[src/rtl/ir_key_queue_pkg.sv]
// Shared constants, FSM encoding and key helpers for the IR key queue.
package ir_pkg;

  localparam int CHAR_W = 8;
  localparam logic [CHAR_W-1:0] ASCII_ZERO = 8'h30;
  localparam logic [CHAR_W-1:0] KEY_MAX = 8'h09;
  localparam int DEFAULT_DEPTH = 8;
  localparam int DEFAULT_HOLDOFF_CYC = 5000000;

  typedef enum logic {
    ST_IDLE = 1'b0,
    ST_HOLD = 1'b1
  } sup_state_t;

  function automatic logic key_mappable(input logic [CHAR_W-1:0] code);
    return code <= KEY_MAX;
  endfunction

  function automatic logic [CHAR_W-1:0] key_to_ascii(input logic [CHAR_W-1:0] code);
    return ASCII_ZERO + code;
  endfunction

endpackage

[src/rtl/ir_key_queue_if.sv]
// Key-code input and character output handshake of the IR key queue.
interface ir_key_queue_if;
  import ir_pkg::*;

  logic [CHAR_W-1:0] code_in;
  logic              code_valid;
  logic [CHAR_W-1:0] char_out;
  logic              char_valid;
  logic              char_ready;

  modport master (
    output code_in, code_valid, char_ready,
    input  char_out, char_valid
  );

  modport slave (
    input  code_in, code_valid, char_ready,
    output char_out, char_valid
  );

endinterface

[src/rtl/ir_char_fifo.sv]
// First-word-fall-through character FIFO; storage is not reset, pointers wrap naturally.
module ir_char_fifo
  import ir_pkg::*;
#(
  parameter int DEPTH = DEFAULT_DEPTH
) (
  input  logic                     clk,
  input  logic                     rst_n,
  input  logic                     push,
  input  logic                     pop,
  input  logic                     clear,
  input  logic [CHAR_W-1:0]        wdata,
  output logic [CHAR_W-1:0]        rdata,
  output logic                     full,
  output logic                     empty,
  output logic [$clog2(DEPTH):0]   count
);

  localparam int AW = $clog2(DEPTH);
  localparam logic [AW:0] FULL_CNT = (AW+1)'(DEPTH);

  logic [CHAR_W-1:0] mem [DEPTH];
  logic [AW-1:0]     wr_ptr;
  logic [AW-1:0]     rd_ptr;
  logic              do_push;
  logic              do_pop;

  assign empty   = (count == '0);
  assign full    = (count == FULL_CNT);
  assign do_pop  = pop && !empty;
  // A pop in the same cycle frees the slot, so a full FIFO still accepts.
  assign do_push = push && (!full || do_pop);
  assign rdata   = mem[rd_ptr];

  always_ff @(posedge clk or posedge rst_n) begin
    if (rst_n) begin
      wr_ptr <= '0;
      rd_ptr <= '0;
      count  <= '0;
    end else if (clear) begin
      wr_ptr <= '0;
      rd_ptr <= '0;
      count  <= '0;
    end else begin
      if (do_push) wr_ptr <= wr_ptr + AW'(1);
      if (do_pop)  rd_ptr <= rd_ptr + AW'(1);
      case ({do_push, do_pop})
        2'b10:   count <= count + (AW+1)'(1);
        2'b01:   count <= count - (AW+1)'(1);
        default: count <= count;
      endcase
    end
  end

  always_ff @(posedge clk) begin
    if (do_push && !clear) mem[wr_ptr] <= wdata;
  end

endmodule

[src/rtl/ir_key_queue.sv]
// IR key to ASCII queue with repeat suppression.
//   state   | meaning
//   ST_IDLE | no recent key; next mappable key is always queued
//   ST_HOLD | within holdoff of last key; repeats of last_code are dropped
module ir_key_queue
  import ir_pkg::*;
#(
  parameter int DEPTH       = DEFAULT_DEPTH,
  parameter int HOLDOFF_CYC = DEFAULT_HOLDOFF_CYC
) (
  input  logic                   clk,
  input  logic                   rst_n,
  input  logic                   clear,
  ir_key_queue_if.slave          bus,
  output logic [$clog2(DEPTH):0] fill_level,
  output logic                   overflow
);

  localparam int CW = $clog2(HOLDOFF_CYC + 1);
  localparam logic [CW-1:0] HOLD_LAST = CW'(HOLDOFF_CYC - 1);

  sup_state_t        state, state_nxt;
  logic [CHAR_W-1:0] last_code, last_nxt;
  logic [CW-1:0]     cnt, cnt_nxt;
  logic              key_ok;
  logic              push;
  logic              pop;
  logic              full;
  logic              empty;
  logic [CHAR_W-1:0] char_in;

  assign key_ok         = bus.code_valid && key_mappable(bus.code_in);
  assign char_in        = key_to_ascii(bus.code_in);
  assign bus.char_valid = !empty;
  assign pop            = bus.char_valid && bus.char_ready;

  always_comb begin
    state_nxt = state;
    last_nxt  = last_code;
    cnt_nxt   = cnt;
    push      = 1'b0;
    case (state)
      ST_IDLE: begin
        if (key_ok) begin
          push      = 1'b1;
          last_nxt  = bus.code_in;
          cnt_nxt   = '0;
          state_nxt = ST_HOLD;
        end
      end
      ST_HOLD: begin
        if (key_ok) begin
          push     = (bus.code_in != last_code);
          last_nxt = bus.code_in;
          cnt_nxt  = '0;
        end else if (cnt == HOLD_LAST) begin
          cnt_nxt   = '0;
          state_nxt = ST_IDLE;
        end else begin
          cnt_nxt = cnt + CW'(1);
        end
      end
      default: state_nxt = ST_IDLE;
    endcase
  end

  always_ff @(posedge clk or posedge rst_n) begin
    if (rst_n) begin
      state     <= ST_IDLE;
      last_code <= '0;
      cnt       <= '0;
      overflow  <= 1'b0;
    end else if (clear) begin
      state     <= ST_IDLE;
      last_code <= '0;
      cnt       <= '0;
      overflow  <= 1'b0;
    end else begin
      state     <= state_nxt;
      last_code <= last_nxt;
      cnt       <= cnt_nxt;
      // Dropped key: the FSM above still advances as if it had been queued.
      if (push && full && !pop) overflow <= 1'b1;
    end
  end

  ir_char_fifo #(.DEPTH(DEPTH)) u_fifo (
    .clk   (clk),
    .rst_n (rst_n),
    .push  (push),
    .pop   (pop),
    .clear (clear),
    .wdata (char_in),
    .rdata (bus.char_out),
    .full  (full),
    .empty (empty),
    .count (fill_level)
  );

endmodule

[src/flat_wrapper.sv]
// flat-port wrapper written by rule: the top's interface ports become plain ports
module ir_key_queue_flat import ir_pkg::*;
#(
  parameter int DEPTH       = DEFAULT_DEPTH,
  parameter int HOLDOFF_CYC = DEFAULT_HOLDOFF_CYC
)
  (clk, rst_n, clear, fill_level, overflow, bus_code_in, bus_code_valid, bus_char_ready, bus_char_out, bus_char_valid);
  ir_key_queue_if bus_i ();
  input  logic clk;
  input  logic rst_n;
  input  logic clear;
  output logic [$clog2(DEPTH):0] fill_level;
  output logic overflow;
  input wire logic [$bits(bus_i.code_in)-1:0] bus_code_in;
  input wire logic [$bits(bus_i.code_valid)-1:0] bus_code_valid;
  input wire logic [$bits(bus_i.char_ready)-1:0] bus_char_ready;
  output wire logic [$bits(bus_i.char_out)-1:0] bus_char_out;
  output wire logic [$bits(bus_i.char_valid)-1:0] bus_char_valid;
  assign bus_i.code_in = bus_code_in;
  assign bus_i.code_valid = bus_code_valid;
  assign bus_i.char_ready = bus_char_ready;
  assign bus_char_out = bus_i.char_out;
  assign bus_char_valid = bus_i.char_valid;
  ir_key_queue #(.DEPTH(DEPTH), .HOLDOFF_CYC(HOLDOFF_CYC)) u_core (.clk(clk), .rst_n(rst_n), .clear(clear), .bus(bus_i), .fill_level(fill_level), .overflow(overflow));
endmodule
[config.mk]
export PLATFORM = sky130hd
export DESIGN_NAME = ir_key_queue_flat
export DESIGN_NICKNAME = d
export VERILOG_FILES = /design/src/rtl/ir_key_queue_pkg.sv /design/src/rtl/ir_key_queue_if.sv /design/src/rtl/ir_char_fifo.sv /design/src/rtl/ir_key_queue.sv /design/src/flat_wrapper.sv
export SDC_FILE = /design/constraint.sdc
export NUM_CORES = 1
export LEC_CHECK = 0
export ABC_AREA = 0
export BUFFER_PORTS_ARGS = -buffer_cell sky130_fd_sc_hd__buf_4
export CAP_MARGIN = 40
export CORE_ASPECT_RATIO = 1.1
export CORE_MARGIN = 4
export CORE_UTILIZATION = 53
export DETAILED_ROUTE_END_ITERATION = 6
export PLACE_DENSITY = 0.8
export SETUP_SLACK_MARGIN = 0.5
export SLEW_MARGIN = 20
export SYNTH_ARGS = -nofsm -noshare
export SYNTH_HDL_FRONTEND = slang
export SYNTH_SLANG_ARGS = --single-unit
[constraint.sdc]
create_clock -name clk -period 3.7 [get_ports clk]
set_input_delay 0.555 -clock clk [delete_from_list [all_inputs] [get_ports clk]]
set_output_delay 0.555 -clock clk [all_outputs]
set_load 0.1 [all_outputs]
==> flow_summary.rst <==
.. list-table::
   :header-rows: 1

   * - Metric
     - Value
   * - Outcome
     - complete, no violations
   * - Largest fanout on the critical path
     - 11
   * - Transition time at the pin with the least slew margin
     - 0.757 ns
   * - Synth cell types
     - 54
   * - Area grow syn2layout
     - 12.0%
   * - Number of global-route vias before repair
     - 3172
   * - Highest achievable clock rate
     - 346 MHz
   * - Largest area contributor in the synthesized netlist
     - edfxtp_1
   * - # resized after CTS
     - 0
   * - Initial Utilization
     - 0.552
   * - Top FF cell, synth
     - edfxtp_1
   * - Die W
     - 100 µm
   * - Number of search-and-repair iterations in the first detailed-routing pass
     - 4
   * - Core Region
     - 9010 µm²
   * - Slew HR
     - 0.490
   * - Level count of the clock H-tree
     - 3
   * - Post-CTS repair timing setup buffer count
     - 0
   * - Area of the die
     - 11000 µm²
   * - Number of buffers created by CTS
     - 9
   * - Count of standard-cell rows
     - 36
   * - EDFF count, synth
     - 64
   * - Max clock buf depth
     - 2
   * - Number of violations reported at the end of detailed-routing iteration 0
     - 130
   * - Mapped Cells
     - 371
   * - P_leak
     - 2.09 nW
   * - Fraction of synthesized cell area taken by the top area cell type
     - 0.386
   * - Share of the core filled with cells
     - 0.618
   * - First-pass GRT wire length
     - 15600 µm
   * - Antenna violations before repair
     - 0
   * - Mapped Nets
     - 392
   * - Sequential element share of the synthesized area
     - 0.603
   * - Leading cell types by total area after synthesis
     - edfxtp_1 (39%), dfrtp_1 (22%), mux4_2 (7.2%)
   * - Most common cell on crit path
     - ha_1
   * - Crit-path slowest cell
     - a41oi_4
   * - Ports placed on the boundary
     - 27
   * - Final weighted congestion of routability-driven global placement
     - 0.808
   * - Total number of vias
     - 3029
   * - Fraction of final layout cells sized beyond drive strength 1
     - 0.231
   * - Clock period minus final worst setup slack
     - 2.89 ns
   * - Final-report hold violation count
     - 0
   * - Cts hold-fix bufs
     - 0
   * - Final routed DRC violation total
     - 0
   * - Type of the setup path with the least slack
     - in -> reg
   * - Critical-path cell list
     - buf_4 > inv_1 > ha_1 > a31o_1 > nand4_4 > a41oi_4 > nor2_2 > ha_1 > a21o_2 > a21oi_1 > nor3b_1 > mux2i_1 > nand4_1
   * - Clock-pin transition on the worst setup and hold timing paths
     - 0.12 ns
   * - Worst clock skew on the final layout
     - 0.0189 ns
   * - Pwr dens
     - 550 nW/µm²
   * - Worst hold path type
     - in -> async
   * - Async set-reset flop share out of synthesis
     - 0.402
   * - Mapped Avg Cell Area
     - 13.4 µm²
   * - Wirelength, routed
     - 9210 µm
   * - Unrepaired setup endpoints after global routing
     - false
   * - Final ANT Viol Nets
     - 0
   * - Data required time of the critical path
     - 3.98 ns
   * - Height of the die
     - 110 µm
   * - Final max-slew violation count
     - 0
   * - Mapped Area
     - 4970 µm²
   * - Per-cell routed wire length
     - 17.5 µm
   * - Setup tns final
     - 0 ns
   * - Maximum vdd drop
     - 0.460 mV
   * - TritonCTS clock tree
     - done
   * - Grt total ovfl
     - 0
   * - Largest stage delay on the critical path
     - 0.35 ns
   * - Tot GR Track Use
     - 0.186
   * - Seq cells post-synth
     - 107
   * - Period Utilization, post-route
     - 0.780
   * - Later-pin clock latency in the skew report
     - 0.38 ns
   * - Type of element capturing the critical path
     - flop
   * - Num Clock Sinks
     - 107
   * - Vias/cell
     - 5.76
   * - Max Cap Viol
     - 0
   * - Antenna diode count
     - 0
   * - CP arrival
     - 3.16 ns
   * - Root buffer cell
     - clkbuf_8
   * - Largest net degree at the start of global routing
     - 44
   * - Yosys warning count
     - 0
   * - Detailed Place HPWL
     - 6440 µm
   * - Setup violations, final
     - 0
   * - Number of buffers added on ports
     - 26
   * - Setup crit start kind
     - input port
   * - Net count of the finished layout
     - 428
## cells by family (layout without fill, tap and decap cells)
kind of cell / after synthesis / after routing / synth area share
xor gates and xnor gates: 19 / 19 / 0.0335
AOI/OAI and AO/OA: 63 / 63 / 0.0818
DFF: 107 / 107 / 0.603
and+or+nand+nor: 119 / 119 / 0.131
adders and majority gates: 8 / 8 / 0.0216
buffers and inverters: 21 / 62 / 0.0181
muxes: 34 / 34 / 0.111
## sequential cells by signal, summed over array words and instances, names as in the netlist
register and flops:
u_core.u_fifo.rd_ptr 3, u_core.last_code 8, u_core.u_fifo.mem 64, u_core.cnt 23, u_core.overflow 1, u_core.u_fifo.wr_ptr 3
u_core.u_fifo.count 4, u_core.state 1
## layer usage
layer  up-vias  track usage  routed length [µm]
met2        42        0.319                4830
met3        10       0.0336                 293
li1       1469            -                   -
met5         -            0                   0
met1      1508        0.241                3950
met4         0       0.0626                 135
## layout make-up
type / count / area, µm²
clock buffer: 9 / 124
clock inverter: 7 / 85.1
fill: 693 / 3440
inverter: 7 / 26.3
multi-input combinational: 243 / 1900
sequential: 107 / 3000
tap: 114 / 143
timing repair buffer: 39 / 300
## metrics by stage
step | total power [mW] | instance area [µm²] | hold WS, ns | std cells | setup slack, ns
finish | 3.07 | 5570 | 0.278 | 526 | 0.814
global route | 3.22 | 5570 | 0.320 | 526 | 0.555
CTS | 3.09 | 5560 | 0.293 | 525 | 0.832
detailed placement | 2.37 | 5350 | 0.471 | 509 | 0.407
global placement | 2.35 | 5350 | 0.474 | 509 | 0.575
floorplan | 2.18 | 4970 | 0.444 | 371 | 0.566
## worst paths after layout
path	slack, ns	endpoint	start	cells past startpoint
max in group asynchronous	3.01	u_core.cnt[4]	rst_n	3
setup reg to reg	1.03	u_core.u_fifo.count[3]	u_core.last_code[2]	10
setup / recovery	0.81	u_core.u_fifo.count[3]	bus_code_in[4]	13
hold / removal	0.28	u_core.u_fifo.count[2]	rst_n	3
min in group clk	0.44	u_core.u_fifo.mem[3][1]	bus_code_in[1]	1
hold reg to reg	0.49	u_core.cnt[22]	u_core.cnt[22]	1
## worst max-delay path, delay by kind of cell
family,cells,cell delay [ns]
buf+inv,2,0.33
fa+ha+maj,2,0.51
mux,1,0.14
simple gates,4,0.56
compound gates,4,1.05
## cell usage after synthesis (2+ instances only)
library cell,n
o21ai_0,25
buf_2,3
mux2_2,10
a41oi_1,3
and3_1,2
nand4_1,5
clkbuf_1,9
nor4_2,2
mux2i_1,8
ha_1,7
xnor2_1,6
o31ai_1,11
o21ai_1,5
xor2_1,13
a21oi_1,11
or3_1,3
nor4_1,2
nor3_1,4
and2_1,2
nand3_1,13
nor2_1,36
mux4_2,16
nand2b_1,8
inv_1,7
nor4b_1,2
edfxtp_1,64
nand2_1,21
nor2b_1,5
dfrtp_1,43
## power breakdown
group          leakage (nW)  switching, mW  internal, mW  total, mW
registers              1.17         0.0433          1.30       1.34
logic                 0.815          0.671         0.329       1.00
clock network         0.101          0.450         0.274      0.724
total                  2.09           1.16          1.90       3.07
## placed cells by master (no fill, tap or decap), types with 9 or more instances in the layout
cell type  netlist  final
edfxtp_1        64     64
mux4_2          16     16
a21oi_1         11     11
xor2_1          13     13
nor2_1          36     36
dfrtp_1         43     43
buf_4            0     38
nand2_1         21     21
o31ai_1         11     11
clkbuf_8         0      9
mux2_2          10     10
nand3_1         13     13
o21ai_0         25     25
Note: power is estimated with default switching activity, not from simulation.
